<file path="config.mk">
export PLATFORM = sky130hd
export DESIGN_NAME = scan_sequencer_flat
export DESIGN_NICKNAME = d
export VERILOG_FILES = /design/src/rtl/scan_sequencer_pkg.sv /design/src/rtl/scan_sequencer_if.sv /design/src/rtl/scan_sequencer_mask_next_pos.sv /design/src/rtl/scan_sequencer.sv /design/src/flat_wrapper.sv
export SDC_FILE = /design/constraint.sdc
export NUM_CORES = 1
export LEC_CHECK = 0
export BUFFER_PORTS_ARGS = -buffer_cell sky130_fd_sc_hd__buf_4
export CAP_MARGIN = 20
export CELL_PAD_IN_SITES_DETAIL_PLACEMENT = 1
export CELL_PAD_IN_SITES_GLOBAL_PLACEMENT = 2
export CORE_MARGIN = 1
export CORE_UTILIZATION = 38
export CTS_CLUSTER_DIAMETER = 150
export CTS_CLUSTER_SIZE = 28
export DETAILED_ROUTE_END_ITERATION = 6
export GPL_TIMING_DRIVEN = 0
export PLACE_DENSITY = 0.81
export SETUP_SLACK_MARGIN = 0.4
export SYNTH_ARGS = -nofsm -noshare
export SYNTH_HDL_FRONTEND = slang
export SYNTH_SLANG_ARGS = --single-unit
</file>
<file path="constraint.sdc">
create_clock -name clk -period 4.4 [get_ports clk]
set_clock_uncertainty 0.2 [all_clocks]
set_input_delay 0.22 -clock clk [delete_from_list [all_inputs] [get_ports clk]]
set_output_delay 0.22 -clock clk [all_outputs]
set_load 0.005 [all_outputs]
</file>
<file path="src/rtl/scan_sequencer_pkg.sv">
// Shared constants and state encoding for the scan sequencer slice.
// One source of truth for position count and index width.
package scan_pkg;

  localparam int NUM_POS = 8;
  localparam int POS_W   = 3;

  typedef enum logic {
    IDLE = 1'b0,
    RUN  = 1'b1
  } state_e;

endpackage

</file>
<file path="src/rtl/scan_sequencer_if.sv">
// Scan control/observation bundle between a controller (master) and the sequencer (slave).
// num feeds a decoder3_8 stage directly; valid qualifies it.
interface scan_sequencer_if;
  import scan_pkg::*;

  logic               en;
  logic [NUM_POS-1:0] mask;
  logic [POS_W-1:0]   num;
  logic               valid;
  logic               wrap;

  modport master (
    output en,
    output mask,
    input  num,
    input  valid,
    input  wrap
  );

  modport slave (
    input  en,
    input  mask,
    output num,
    output valid,
    output wrap
  );

endinterface

</file>
<file path="src/rtl/scan_sequencer_mask_next_pos.sv">
// Combinational search: lowest set mask bit strictly above cur, else lowest set bit overall.
// wrapped flags the fallback case; cur=7 turns this into a plain lowest-set-bit finder.
module mask_next_pos
  import scan_pkg::*;
(
  input  logic [NUM_POS-1:0] mask,
  input  logic [POS_W-1:0]   cur,
  output logic [POS_W-1:0]   nxt,
  output logic               wrapped
);

  logic               above_found;
  logic [POS_W-1:0]   above_pos;
  logic [POS_W-1:0]   low_pos;

  // Descending scan so the last hit written is the lowest qualifying index.
  always_comb begin
    above_found = 1'b0;
    above_pos   = '0;
    low_pos     = '0;
    for (int i = NUM_POS - 1; i >= 0; i--) begin
      if (mask[i]) begin
        low_pos = POS_W'(i);
        if (POS_W'(i) > cur) begin
          above_pos   = POS_W'(i);
          above_found = 1'b1;
        end
      end
    end
    nxt     = above_found ? above_pos : low_pos;
    wrapped = ~above_found;
  end

endmodule

</file>
<file path="src/rtl/scan_sequencer.sv">
// Steps a 3-bit position index through the enabled mask positions, PERIOD cycles each,
// pulsing wrap when the scan returns to a position at or below the current one.
module scan_sequencer
  import scan_pkg::*;
#(
  parameter int PERIOD = 1000,
  parameter int CNT_W  = 16
) (
  input  logic             clk,
  input  logic             rst,
  scan_sequencer_if.slave  bus
);

  localparam logic [0:0]       S_IDLE = IDLE;
  localparam logic [0:0]       S_RUN  = RUN;
  localparam logic [CNT_W-1:0] LAST   = CNT_W'(PERIOD - 1);

  logic [0:0]       state_q, state_d;
  logic [CNT_W-1:0] cnt_q, cnt_d;
  logic [POS_W-1:0] num_q, num_d;
  logic             valid_q, valid_d;
  logic             wrap_q, wrap_d;

  logic [POS_W-1:0] lowest_pos;
  logic             lowest_wrap_unused;
  logic [POS_W-1:0] step_pos;
  logic             step_wrapped;
  logic             go;

  mask_next_pos u_lowest (
    .mask    (bus.mask),
    .cur     (POS_W'(NUM_POS - 1)),
    .nxt     (lowest_pos),
    .wrapped (lowest_wrap_unused)
  );

  mask_next_pos u_step (
    .mask    (bus.mask),
    .cur     (num_q),
    .nxt     (step_pos),
    .wrapped (step_wrapped)
  );

  assign go = bus.en && (bus.mask != '0);

  always_comb begin
    state_d = state_q;
    cnt_d   = cnt_q;
    num_d   = num_q;
    valid_d = valid_q;
    wrap_d  = 1'b0;
    case (state_q)
      S_IDLE: begin
        if (go) begin
          state_d = S_RUN;
          num_d   = lowest_pos;
          valid_d = 1'b1;
          cnt_d   = '0;
        end
      end
      default: begin
        // Leaving RUN wins over a dwell step on the same edge.
        if (!go) begin
          state_d = S_IDLE;
          num_d   = '0;
          valid_d = 1'b0;
          cnt_d   = '0;
        end else if (cnt_q == LAST) begin
          cnt_d  = '0;
          num_d  = step_pos;
          wrap_d = step_wrapped;
        end else begin
          cnt_d = cnt_q + CNT_W'(1);
        end
      end
    endcase
  end

  always_ff @(posedge clk or posedge rst) begin
    if (rst) begin
      state_q <= S_IDLE;
      cnt_q   <= '0;
      num_q   <= '0;
      valid_q <= 1'b0;
      wrap_q  <= 1'b0;
    end else begin
      state_q <= state_d;
      cnt_q   <= cnt_d;
      num_q   <= num_d;
      valid_q <= valid_d;
      wrap_q  <= wrap_d;
    end
  end

  assign bus.num   = num_q;
  assign bus.valid = valid_q;
  assign bus.wrap  = wrap_q;

endmodule

</file>
<file path="src/flat_wrapper.sv">
// flat-port wrapper written by rule: the top's interface ports become plain ports
module scan_sequencer_flat import scan_pkg::*;
#(
  parameter int PERIOD = 1000,
  parameter int CNT_W  = 16
)
  (clk, rst, bus_en, bus_mask, bus_num, bus_valid, bus_wrap);
  scan_sequencer_if bus_i ();
  input  logic clk;
  input  logic rst;
  input wire logic [$bits(bus_i.en)-1:0] bus_en;
  input wire logic [$bits(bus_i.mask)-1:0] bus_mask;
  output wire logic [$bits(bus_i.num)-1:0] bus_num;
  output wire logic [$bits(bus_i.valid)-1:0] bus_valid;
  output wire logic [$bits(bus_i.wrap)-1:0] bus_wrap;
  assign bus_i.en = bus_en;
  assign bus_i.mask = bus_mask;
  assign bus_num = bus_i.num;
  assign bus_valid = bus_i.valid;
  assign bus_wrap = bus_i.wrap;
  scan_sequencer #(.PERIOD(PERIOD), .CNT_W(CNT_W)) u_core (.clk(clk), .rst(rst), .bus(bus_i));
endmodule
</file>
* Word level (Yosys, flattened, before mapping)
Index checks and enable logic that the tools add are counted.
** Operators by class
- Add/subtract/negate cells :: 1
- Multiply operators :: 0
- Divide/modulo/power cells :: 0
- Order comparisons :: 8
- Equality and inequality tests :: 3
- Shift-type cells :: 0
- Muxes and demuxes :: 56
- Bitwise operators :: 1
- Reduce and logical (&&, ||, !) cells :: 5
** Operators by type and width (number)
- 2-to-1 mux 3 bit :: 29
- 2-to-1 mux 16 bit :: 4
- 2-to-1 mux 1 bit :: 23
- adder 16 x 1 -> 16 bit, second input constant :: 1
- == test 16 x 10 -> 1 bit, second input constant :: 1
- greater-than comparator 3 bit, first input constant :: 4
- nonzero test 8 bit :: 1
- greater-than comparator 1 x 3 -> 1 bit, first input constant :: 2
- greater-than comparator 2 x 3 -> 1 bit, first input constant :: 2
- AND reduction 2 bit :: 2
- != test 3 bit, second input constant :: 1
- != test 2 bit, second input constant :: 1
- nonzero test 2 bit :: 1
- logical AND 1 bit :: 1
- inverter 1 bit :: 1
** Storage, ports and cells
- Register bits after elaboration :: 22
- Bits in latches :: 0
- RAM bits :: 0
- Memory bits (read-only) :: 0
- Bits of input ports :: 11
- Output and inout port bits :: 5
- Memories :: 0

* Longest topological paths before layout
- Depth in word-level cells :: 21
- Mapped depth :: 9

* By module
Synthesis repeated with hierarchy kept, for this count alone.
** Unflattened totals
- Cell total of the unflattened synthesis :: 230
- Area, all modules :: 1890.6 um^2
** Modules (own cells, without submodules)
- scan_sequencer :: instances 1, cells each 146, area each 1287.5 um^2
- mask_next_pos :: instances 2, cells each 42, area each 301.5 um^2

* Worst setup path after synthesis
No wires, ideal clock.
- Kind :: reg2reg
- From :: register u_core.state_q
- To :: register u_core.cnt_q[14]
- Setup time :: 0.119 ns
- Arrival :: 1.645 ns
- Slack :: 2.436 ns
- Cell stages (with the launch flop) :: 8
- Period minus slack after synthesis :: 1.964 ns
- Cells stage by stage :: dfrtp_1 inv_1 ha_1 nand3b_1 or4_1 nor2_1 xnor2_1 nor2_1
** On the way
- Longest elaborated chain between the ends :: 1
** Ends and longest elaborated chain
- start, declared :: RTL line scan_sequencer.sv:18 : logic [0:0] state_q, state_d;
- start signal, assigned :: RTL line scan_sequencer.sv:87 : state_q <= state_d;
- 2-to-1 mux 16 bit or nonzero test 2 bit (tied branches)
- end signal, assigned :: RTL line scan_sequencer.sv:88 : cnt_q <= cnt_d;
- end, declared :: RTL line scan_sequencer.sv:19 : logic [CNT_W-1:0] cnt_q, cnt_d;
Several ways; a longest one is shown, not always the timed one.
A chain may end at the register's enable or synchronous reset.

* Final worst setup path
- From :: register u_core.state_q
- To :: register u_core.cnt_q[15]
The elaborated chain is that of the path after synthesis.

==> results.cfg <==
[clocking]
cts_made_buffers = 3
h-tree-depth = 1
cts_tree = built
insertion_delay_ns = 0.31
postCtsResizedCells = 0
clockBufferDepth = 2
cts_sinks = 22
clkTransAtPathRegs_ns = 0.13
clock-root-buffer = clkbuf_4

[critical_path]
cp_top_family = simple AND/OR/NAND/NOR gates
r2r_start = u_core.state_q
crit_fanout = 6
rr_worst_depth = 7
cp.required_ns = 4.41
reg2reg_to = u_core.cnt_q[15]
path_cells = inv_1, ha_1, nand3b_1, nor4_1, nand4_1, xor2_1, nor2_1
slowest_stage = nor4_1
critPathBufInv = 1
cp.depth = 7
crit_end = u_core.cnt_q[15]
worst_setup_path_end_kind = register
worstSetupStartpointType = register
critical_path.startpoint = u_core.state_q
cp.arrival_ns = 2.37
worstSetupPathType = register to register
max_stage_delay_ns = 0.57
r2r_setup_slack_ns = 2.04

[die]
start_util_pct = 40.0
die_x_um = 61.7
die_h_um = 61.7
ioPinCount = 16
dieArea_sq_um = 3810
std_cell_rows = 21
core-area_sq_um = 3390

[detailed_routing]
drtIter0Drc = 23
dr.pass1.iters = 4
wire_per_inst_um = 14.9
vias_per_cell = 5.39
vias = 1169
final_antenna_net_count = 0
drc = 0
drt-total-wl_mm = 3.23

[sta]
relSlewSlack_pct = 43.2
fin_crit_ns = 2.36
min_period_over_period_pct = 53.7
rsz0062_at_grt = false
finalSetupTns_ns = 0
setup_violations = 0
tightest_slew_ns = 0.851
fmax_ghz = 0.423
worst_slack_ns = 2.04
finalHoldViolCount = 0
final_max_slew_viol_count = 0

[synth]
synth_warnings = 0
syn_area_per_cell_sq_um = 8.98
synth_fp_nets = 164
synth_area_sq_um = 1360
synth_cells = 151
ys_ff_latch = 22
synth_edf_count = 0
yosys_most_used_dff = dfrtp_1
synth_cell_type_count = 44
ys_seq_area_share_pct = 40.6
synthArstFlopShare_pct = 100

[power]
ir_drop_mv = 0.148
powerDensity_nw_per_um2 = 281
power.leakage_nw = 0.703
power_uw = 447

[placement]
hpwl_mm = 2.55
placed_cell_area_sq_um = 1530
dp_slack_ns = 1.93
place_congestion = 0.781
port_buffers = 15

[finish]
drive_above_1_share_pct = 18.1
final_common_cell = dfrtp_1
stdcell_area_sq_um = 1590
final_cell_mix = dfrtp_1 (22), nor2_1 (21), buf_4 (16)
nets = 185
syn2layout_area_growth_pct = 17.2
n_antenna_cell = 0

[grt]
groute.usage.overall_pct = 19.2
grt_pass1_wl_mm = 5.41
grt_max_degree = 23
grt_pass1_vias = 1141
antenna_found_initial = 0
grt.overflow.total = 0

[outcome]
status = complete, no violations

[hold_path]
hold_class = input port to register

[run]
maxCapViolCount = 0
==> how the worst min path moves through the flow <==
stage                                    to  depth (start not counted)  slack [ns]   start
after floorplan           u_core.bus.num[0]                          1       0.009     rst
final                        u_core.state_q                          3        0.08  bus_en
after CTS                    u_core.state_q                          3        0.07  bus_en
after detailed placement   u_core.bus.valid                          2        0.26     rst
after global routing         u_core.state_q                          3        0.07  bus_en
after global placement     u_core.bus.valid                          2        0.25     rst
==> report_power, final <==
group	internal (mW)	switching [mW]	leakage, nW
clock network	0.0921	0.0640	0.0279
logic	0.0356	0.0388	0.376
registers	0.208	0.00813	0.299
==> flip-flops by register name, indices dropped and copies added (netlist names) <==
signal and count:
u_core.bus.valid 1, u_core.cnt_q 16, u_core.bus.wrap 1, u_core.bus.num 3
u_core.state_q 1
==> cell type report <==
class / count / area, sq um
inverter: 7 / 26.3
timing repair buffer: 16 / 123
fill: 398 / 1800
clock buffer: 3 / 22.5
tap: 46 / 57.6
clock inverter: 1 / 30.0
buffer: 3 / 16.3
sequential: 22 / 551
multi-input combinational: 119 / 763
==> routing by layer <==
| metal | wire length [um] | share of wire [%] | vias to the layer above | global-route usage [%] |
|---|---|---|---|---|
| li1 | - | - | 587 | - |
| met1 | 1590 | 49 | 570 | 25.8 |
| met2 | 1560 | 48 | 10 | 32.9 |
| met3 | 46 | 1.4 | 2 | 1.86 |
| met4 | 23 | 0.71 | 0 | 5.71 |
| met5 | 0 | 0 | - | 0 |
==> worst min-delay path, delay by kind of cell <==
kind | cells | cell delay, ns
and+or+nand+nor | 1 | 0.10
buffers and inverters | 2 | 0.22
==> Yosys cell counts, drive strengths merged, types with 2 or more instances <==
master,number,area [sq um]
a211oi,2,15.0
a21o,2,15.0
a21oi,6,30.0
a22o,3,26.3
a32o,2,20.0
and3,2,12.5
buf,2,12.5
dfrtp,22,551
ha,2,25.0
inv,7,26.3
nand2,12,47.6
nand2b,5,31.3
nand3,2,10.0
nand4,5,31.3
nor2,21,78.8
nor2b,4,25.0
nor3,8,45.0
nor4,3,18.8
o21ai,5,28.8
o21bai,4,30.0
o31ai,3,27.5
or4,3,22.5
xnor2,4,35.0
xor2,7,61.3
==> what timing repair did <==
item | CTS | global route
endpoints found under the setup margin | 0 | 0
hold buffers | 1 | 0
hold endpoints to repair | 22 | 0
buffers inserted | 0 | 0
==> metrics by stage <==
step	hold slack (ns)	instances	utilization (%)
finish	0.0769	217	46.9
global route	0.0680	217	46.9
CTS	0.0695	217	46.9
detailed placement	0.255	212	45.0
global placement	0.245	212	45.0
floorplan	0.00923	151	-
==> kinds of logic after synthesis <==
logic type	Yosys count	synth area share (%)
buf+inv	10	3.14
xor+xnor	11	7.10
simple gates	70	26.6
mux	1	0.830
fa+ha+maj	2	1.84
flops	22	40.6
compound gates	35	19.9
Power figures use the tool's default switching activity.
